File: src/rtl/reg_port_arbiter.sv
// Round-robin arbiter that serialises requester commands onto one register port.
// Optional strict priority for requester 0 when REG_PORT_ARB_PRIO0_EN is defined.
module reg_port_arbiter #(
    parameter int NUM_REQ    = 4,
    parameter int ADDR_WIDTH = 32,
    parameter int DATA_WIDTH = 32,
    parameter int RD_LATENCY = 0
) (
    input  logic                             clk,
    input  logic                             rst,
    input  logic [NUM_REQ-1:0]               req_valid,
    input  logic [NUM_REQ-1:0]               req_we,
    input  logic [NUM_REQ*ADDR_WIDTH-1:0]    req_addr,
    input  logic [NUM_REQ*DATA_WIDTH-1:0]    req_wdata,
    output logic [NUM_REQ-1:0]               req_ready,
    output logic [NUM_REQ-1:0]               rsp_valid,
    output logic [DATA_WIDTH-1:0]            rsp_data,
    output logic [ADDR_WIDTH-1:0]            set_addr,
    output logic [DATA_WIDTH-1:0]            set_data,
    output logic                             set_stb,
    output logic [ADDR_WIDTH-1:0]            get_addr,
    output logic                             get_stb,
    input  logic [DATA_WIDTH-1:0]            get_data,
    output logic                             busy
);

    localparam int PTR_W = $clog2(NUM_REQ);

    typedef enum logic [1:0] {
        IDLE  = 2'd0,
        ISSUE = 2'd1,
        WAIT  = 2'd2,
        RESP  = 2'd3
    } state_t;

    state_t                 state_q, state_d;
    logic [PTR_W-1:0]       rr_ptr_q, rr_ptr_d;
    logic [PTR_W-1:0]       idx_q, idx_d;
    logic                   we_q, we_d;
    logic [3:0]             cnt_q, cnt_d;
    logic [ADDR_WIDTH-1:0]  set_addr_q, set_addr_d;
    logic [DATA_WIDTH-1:0]  set_data_q, set_data_d;
    logic [ADDR_WIDTH-1:0]  get_addr_q, get_addr_d;
    logic [DATA_WIDTH-1:0]  rsp_data_q, rsp_data_d;
    logic                   set_stb_q, set_stb_d;
    logic                   get_stb_q, get_stb_d;
    logic [NUM_REQ-1:0]     rsp_valid_q, rsp_valid_d;

    logic [ADDR_WIDTH-1:0]  addr_arr  [NUM_REQ];
    logic [DATA_WIDTH-1:0]  wdata_arr [NUM_REQ];

    generate
        for (genvar gi = 0; gi < NUM_REQ; gi++) begin : g_unpack
            assign addr_arr[gi]  = req_addr[gi*ADDR_WIDTH +: ADDR_WIDTH];
            assign wdata_arr[gi] = req_wdata[gi*DATA_WIDTH +: DATA_WIDTH];
        end
    endgenerate

    // Rotate the request vector so bit 0 is the requester at rr_ptr, then take
    // the lowest set bit as the offset of the winner.
    logic [2*NUM_REQ-1:0]   rot_wide;
    logic                   grant_any;
    logic                   grant_prio;
    logic [PTR_W:0]         grant_off;
    logic [PTR_W:0]         grant_sum;
    logic [PTR_W-1:0]       grant_idx;
    logic [PTR_W:0]         ptr_inc;

    always_comb begin
        rot_wide   = {req_valid, req_valid} >> rr_ptr_q;
        grant_any  = 1'b0;
        grant_prio = 1'b0;
        grant_off  = '0;
        for (int k = NUM_REQ - 1; k >= 0; k--) begin
            if (rot_wide[k]) begin
                grant_any = 1'b1;
                grant_off = (PTR_W+1)'(k);
            end
        end
        grant_sum = {1'b0, rr_ptr_q} + grant_off;
        if (grant_sum >= (PTR_W+1)'(NUM_REQ)) begin
            grant_sum = grant_sum - (PTR_W+1)'(NUM_REQ);
        end
        grant_idx = grant_sum[PTR_W-1:0];
`ifdef REG_PORT_ARB_PRIO0_EN
        if (req_valid[0]) begin
            grant_prio = 1'b1;
            grant_idx  = '0;
        end
`endif
        ptr_inc = {1'b0, grant_idx} + (PTR_W+1)'(1);
        if (ptr_inc == (PTR_W+1)'(NUM_REQ)) begin
            ptr_inc = '0;
        end
    end

    generate
        for (genvar gi = 0; gi < NUM_REQ; gi++) begin : g_ready
            assign req_ready[gi] = (state_q == IDLE) && grant_any && (grant_idx == PTR_W'(gi));
        end
    endgenerate

    assign busy = (state_q != IDLE);

    always_comb begin
        state_d     = state_q;
        rr_ptr_d    = rr_ptr_q;
        idx_d       = idx_q;
        we_d        = we_q;
        cnt_d       = cnt_q;
        set_addr_d  = set_addr_q;
        set_data_d  = set_data_q;
        get_addr_d  = get_addr_q;
        rsp_data_d  = rsp_data_q;
        set_stb_d   = 1'b0;
        get_stb_d   = 1'b0;
        rsp_valid_d = '0;

        case (state_q)
            IDLE: begin
                if (grant_any) begin
                    idx_d = grant_idx;
                    we_d  = req_we[grant_idx];
                    // Port registers load at acceptance so the strobe and its
                    // address/data appear together in the ISSUE cycle.
                    if (req_we[grant_idx]) begin
                        set_addr_d = addr_arr[grant_idx];
                        set_data_d = wdata_arr[grant_idx];
                        set_stb_d  = 1'b1;
                    end else begin
                        get_addr_d = addr_arr[grant_idx];
                        get_stb_d  = 1'b1;
                    end
                    if (!grant_prio) begin
                        rr_ptr_d = ptr_inc[PTR_W-1:0];
                    end
                    state_d = ISSUE;
                end
            end
            ISSUE: begin
                if (we_q) begin
                    rsp_data_d  = '0;
                    rsp_valid_d = NUM_REQ'(1) << idx_q;
                    state_d     = RESP;
                end else if (RD_LATENCY == 0) begin
                    rsp_data_d  = get_data;
                    rsp_valid_d = NUM_REQ'(1) << idx_q;
                    state_d     = RESP;
                end else begin
                    cnt_d   = 4'd1;
                    state_d = WAIT;
                end
            end
            WAIT: begin
                if (cnt_q == 4'(RD_LATENCY)) begin
                    rsp_data_d  = get_data;
                    rsp_valid_d = NUM_REQ'(1) << idx_q;
                    state_d     = RESP;
                end else begin
                    cnt_d = cnt_q + 4'd1;
                end
            end
            RESP: begin
                state_d = IDLE;
            end
            default: begin
                state_d = IDLE;
            end
        endcase
    end

    always_ff @(posedge clk) begin
        if (rst) begin
            state_q     <= IDLE;
            rr_ptr_q    <= '0;
            idx_q       <= '0;
            we_q        <= 1'b0;
            cnt_q       <= '0;
            set_addr_q  <= '0;
            set_data_q  <= '0;
            get_addr_q  <= '0;
            rsp_data_q  <= '0;
            set_stb_q   <= 1'b0;
            get_stb_q   <= 1'b0;
            rsp_valid_q <= '0;
        end else begin
            state_q     <= state_d;
            rr_ptr_q    <= rr_ptr_d;
            idx_q       <= idx_d;
            we_q        <= we_d;
            cnt_q       <= cnt_d;
            set_addr_q  <= set_addr_d;
            set_data_q  <= set_data_d;
            get_addr_q  <= get_addr_d;
            rsp_data_q  <= rsp_data_d;
            set_stb_q   <= set_stb_d;
            get_stb_q   <= get_stb_d;
            rsp_valid_q <= rsp_valid_d;
        end
    end

    assign set_addr  = set_addr_q;
    assign set_data  = set_data_q;
    assign set_stb   = set_stb_q;
    assign get_addr  = get_addr_q;
    assign get_stb   = get_stb_q;
    assign rsp_data  = rsp_data_q;
    assign rsp_valid = rsp_valid_q;

endmodule

File: config.mk
export PLATFORM = sky130hd
export DESIGN_NAME = reg_port_arbiter
export DESIGN_NICKNAME = d
export VERILOG_FILES = /design/src/rtl/reg_port_arbiter.sv
export SDC_FILE = /design/constraint.sdc
export NUM_CORES = 1
export LEC_CHECK = 0
export ABC_AREA = 0
export ABC_CLOCK_PERIOD_IN_PS = 9400
export CAP_MARGIN = 0
export CELL_PAD_IN_SITES_DETAIL_PLACEMENT = 0
export CELL_PAD_IN_SITES_GLOBAL_PLACEMENT = 2
export CORE_UTILIZATION = 22
export DETAILED_ROUTE_END_ITERATION = 10
export PLACE_DENSITY_LB_ADDON = 0.1
export SYNTH_ARGS = -nofsm -noshare
export SYNTH_HDL_FRONTEND = slang
export SYNTH_SLANG_ARGS = --single-unit
File: constraint.sdc
create_clock -name clk -period 9.4 [get_ports clk]
set_input_delay 1.88 -clock clk [delete_from_list [all_inputs] [get_ports clk]]
set_output_delay 1.88 -clock clk [all_outputs]
set_load 0.01 [all_outputs]
==> impl_metrics.py <==
metrics = {
    "placed_design": {
        "hpwl_mm": 22.2,
        "port_buffers": 436,
        "place.gp.congestion": 0.754,
    },
    "detailed_routing": {
        "routed_wl_mm": 29.7,
        "vias_per_cell": 4.37,
        "vias": 7304,
        "drc": 0,
        "first_iter_violations": 360,
        "dr.pass1.iters": 5,
        "ant_nets": 0,
        "wl_per_cell_um": 17.8,
    },
    "sta": {
        "holdWs_ns": 0.448,
        "setup-tns-final_ns": 0,
        "max_freq_ghz": 0.141,
        "hold_violations": 0,
        "period_share": 0.754,
        "setup_viol": 0,
        "drv_slew": 0,
        "finalClockSkew_ns": 0.0132,
        "grt_setup_unrepaired": "no",
        "period_minus_slack_ns": 7.09,
        "worstMarginPinSlew_ns": 1.05,
        "slew_headroom": 0.298,
    },
    "floorplan": {
        "ios": 437,
        "core_area_um2": 32900,
        "start_util": 0.226,
        "rows": 66,
        "die_h_um": 186,
        "die-area_um2": 34400,
        "fp.dieW_um": 186,
    },
    "critical_path": {
        "critPathMaxFanout": 25,
        "critPathSlowestCell": "clkdlybuf4s50_1",
        "crit_chain": "clkdlybuf4s50_1 > nor2_1 > a221oi_1 > a31oi_1 > a211o_1 > ha_4 > xor2_1 > and3_1 > nor2_4 > ha_1 > and2_1 > clkdlybuf4s50_1",
        "worstPathArrival_ns": 5.21,
        "worstSetupStartpointType": "input port",
        "cp_common_cell": "clkdlybuf4s50_1",
        "crit_type": "in -> out",
        "critical-path-max-stage-delay_ns": 0.61,
        "crit_required_ns": 7.52,
        "cp-end-kind": "output port",
    },
    "global_route": {
        "grtUsageTotal": 0.169,
        "grt_antenna_before_repair": 3,
        "grt_max_degree": 79,
        "grt_pass1_wl_mm": 43.2,
        "grt_busiest_layer": "met2",
        "use_met3": 0.0673,
        "grt_pass1_vias": 7154,
        "use_met2": 0.291,
        "grt_remaining_overflow": 0,
        "grt_util_met1": 0.190,
    },
    "layout": {
        "drive_gt1_frac": 0.0383,
        "seq_area_um2": 2900,
        "fin_util": 0.387,
        "finalNetCount": 1524,
        "multiInputGateArea_um2": 4210,
        "n_fill_cell": 3429,
        "syn2layout_area_growth_pct": 71.4,
    },
    "yosys": {
        "syn_avg_cell_area_um2": 9.02,
        "ys_warn_count": 0,
        "ys.flop_type": "dfxtp_1",
        "synth_cell_type_count": 39,
        "synth_edf_count": 0,
        "syn_area_um2": 7410,
        "ys_ff_latch": 145,
        "yosysSeqAreaShare": 0.392,
        "async_flop_share": 0,
        "syn_inst": 822,
        "syn_nets": 1128,
    },
    "power": {
        "leakage_nw": 5.06,
        "power_density_nw_per_um2": 256,
        "ir_drop_mv": 0.153,
    },
    "cts": {
        "cts_tree": "yes",
        "root_buffer": "clkbuf_16",
        "cts.path.max_buffers": 2,
        "path_clk_slew_ns": 0.06,
        "cts_buffers": 17,
        "cts_post_setup_buffers_inserted": 0,
        "clk_latency_ns": 0.43,
        "clock-sinks": 145,
        "holdBufCountCts": 0,
        "cts_max_level": 4,
        "post_cts_resized": 0,
    },
    "status": {
        "status": "complete, no violations",
    },
    "min_path": {
        "hp-class": "reg -> reg",
    },
    "flow_run": {
        "cap_violations": 0,
    },
}
cells by family after synthesis:
group           count (synthesis)  share of synthesized area
flops                         145                      0.392
compound gates                147                      0.131
buf+inv                        76                     0.0435
fa+ha+maj                       8                     0.0135
xor+xnor                        4                    0.00473
mux                           195                      0.263
simple gates                  247                      0.152
power breakdown:
part	switching, mW	leakage (nW)	total, mW	internal, mW
Sequential	0.0820	1.19	0.848	0.766
Clock	0.267	0.277	0.678	0.411
Combinational	0.894	3.60	1.73	0.836
Total	1.24	5.06	3.26	2.01
registers in the layout, summed over array words and instances (netlist names):
register / flops
set_stb: 1
cnt_q: 4
rsp_valid: 4
we_q: 1
get_stb: 1
set_data: 32
get_addr: 32
rsp_data: 32
state_q: 2
idx_q: 2
rr_ptr_q: 2
set_addr: 32
through the flow:
stage	cell area, um^2	power (mW)	std cells	setup WS (ns)
2_1_floorplan	7410	1.91	822	3.36
3_3_place_gp	12100	2.62	1641	2.33
3_5_place_dp	12100	2.62	1641	2.33
4_1_cts	12700	3.32	1670	2.32
5_1_grt	12700	3.49	1670	2.08
6_report	12700	3.26	1671	2.31
final timing paths:
| kind | startpoint | end | slack (ns) | cells past startpoint |
|---|---|---|---|---|
| setup / recovery | req_valid[0] | req_ready[1] | 2.31 | 12 |
| hold / removal | rsp_data[29] | rsp_data[29] | 0.45 | 2 |
| setup reg to reg | rr_ptr_q[0] | set_data[31] | 4.76 | 11 |
| hold reg to reg | rsp_data[29] | rsp_data[29] | 0.45 | 2 |
cell usage in the layout, fill, tap and decap left out, types with 3 or more instances in the layout:
cell type,n
clkbuf_16,17
nand3_1,32
bufinv_16,3
a21oi_1,71
nor2_1,84
dfxtp_1,145
nand2_1,74
a211o_1,33
xor2_1,3
inv_1,6
a211oi_1,35
buf_4,12
ha_1,7
clkinv_2,4
nor3_1,3
nor2b_1,36
mux2i_1,194
clkdlybuf4s50_1,435
critical path: cells and delay by family:
kind                     cells  cell delay [ns]
AND/OR/NAND/NOR              4             0.92
adder cells (fa/ha/maj)      2             0.41
buffers and inverters        2             1.15
AO/OA/AOI/OAI                3             0.68
XOR/XNOR                     1             0.14
cell type report:
class	instances	area share
flip-flops and latches	145	0.228
inverters	6	0.00177
clock inverters	11	0.0112
multi-input cells	601	0.331
diodes	1	0.000197
well taps	442	0.0435
repair buffers	447	0.350
clock buffers	18	0.0338
synthesized netlist by cell type (all sizes together) (3+ instances only):
cell type / count / area [um^2]
clkbuf: 54 / 203
a21oi: 72 / 372
buf: 16 / 97.6
a211oi: 35 / 263
mux2i: 194 / 1940
a211o: 33 / 289
nor2b: 36 / 225
xor2: 3 / 26.3
dfxtp: 145 / 2900
inv: 6 / 22.5
ha: 8 / 100
nand3: 33 / 170
nand2: 74 / 278
nor3: 3 / 15.0
nor2: 85 / 322
layer usage:
| layer | wire length, um | up-vias |
|---|---|---|
| met5 | 13 | - |
| met4 | 431 | 2 |
| met3 | 2990 | 26 |
| met2 | 14200 | 301 |
| met1 | 12100 | 3280 |
| li1 | - | 3695 |
Note: power is estimated with default switching activity, not from simulation.
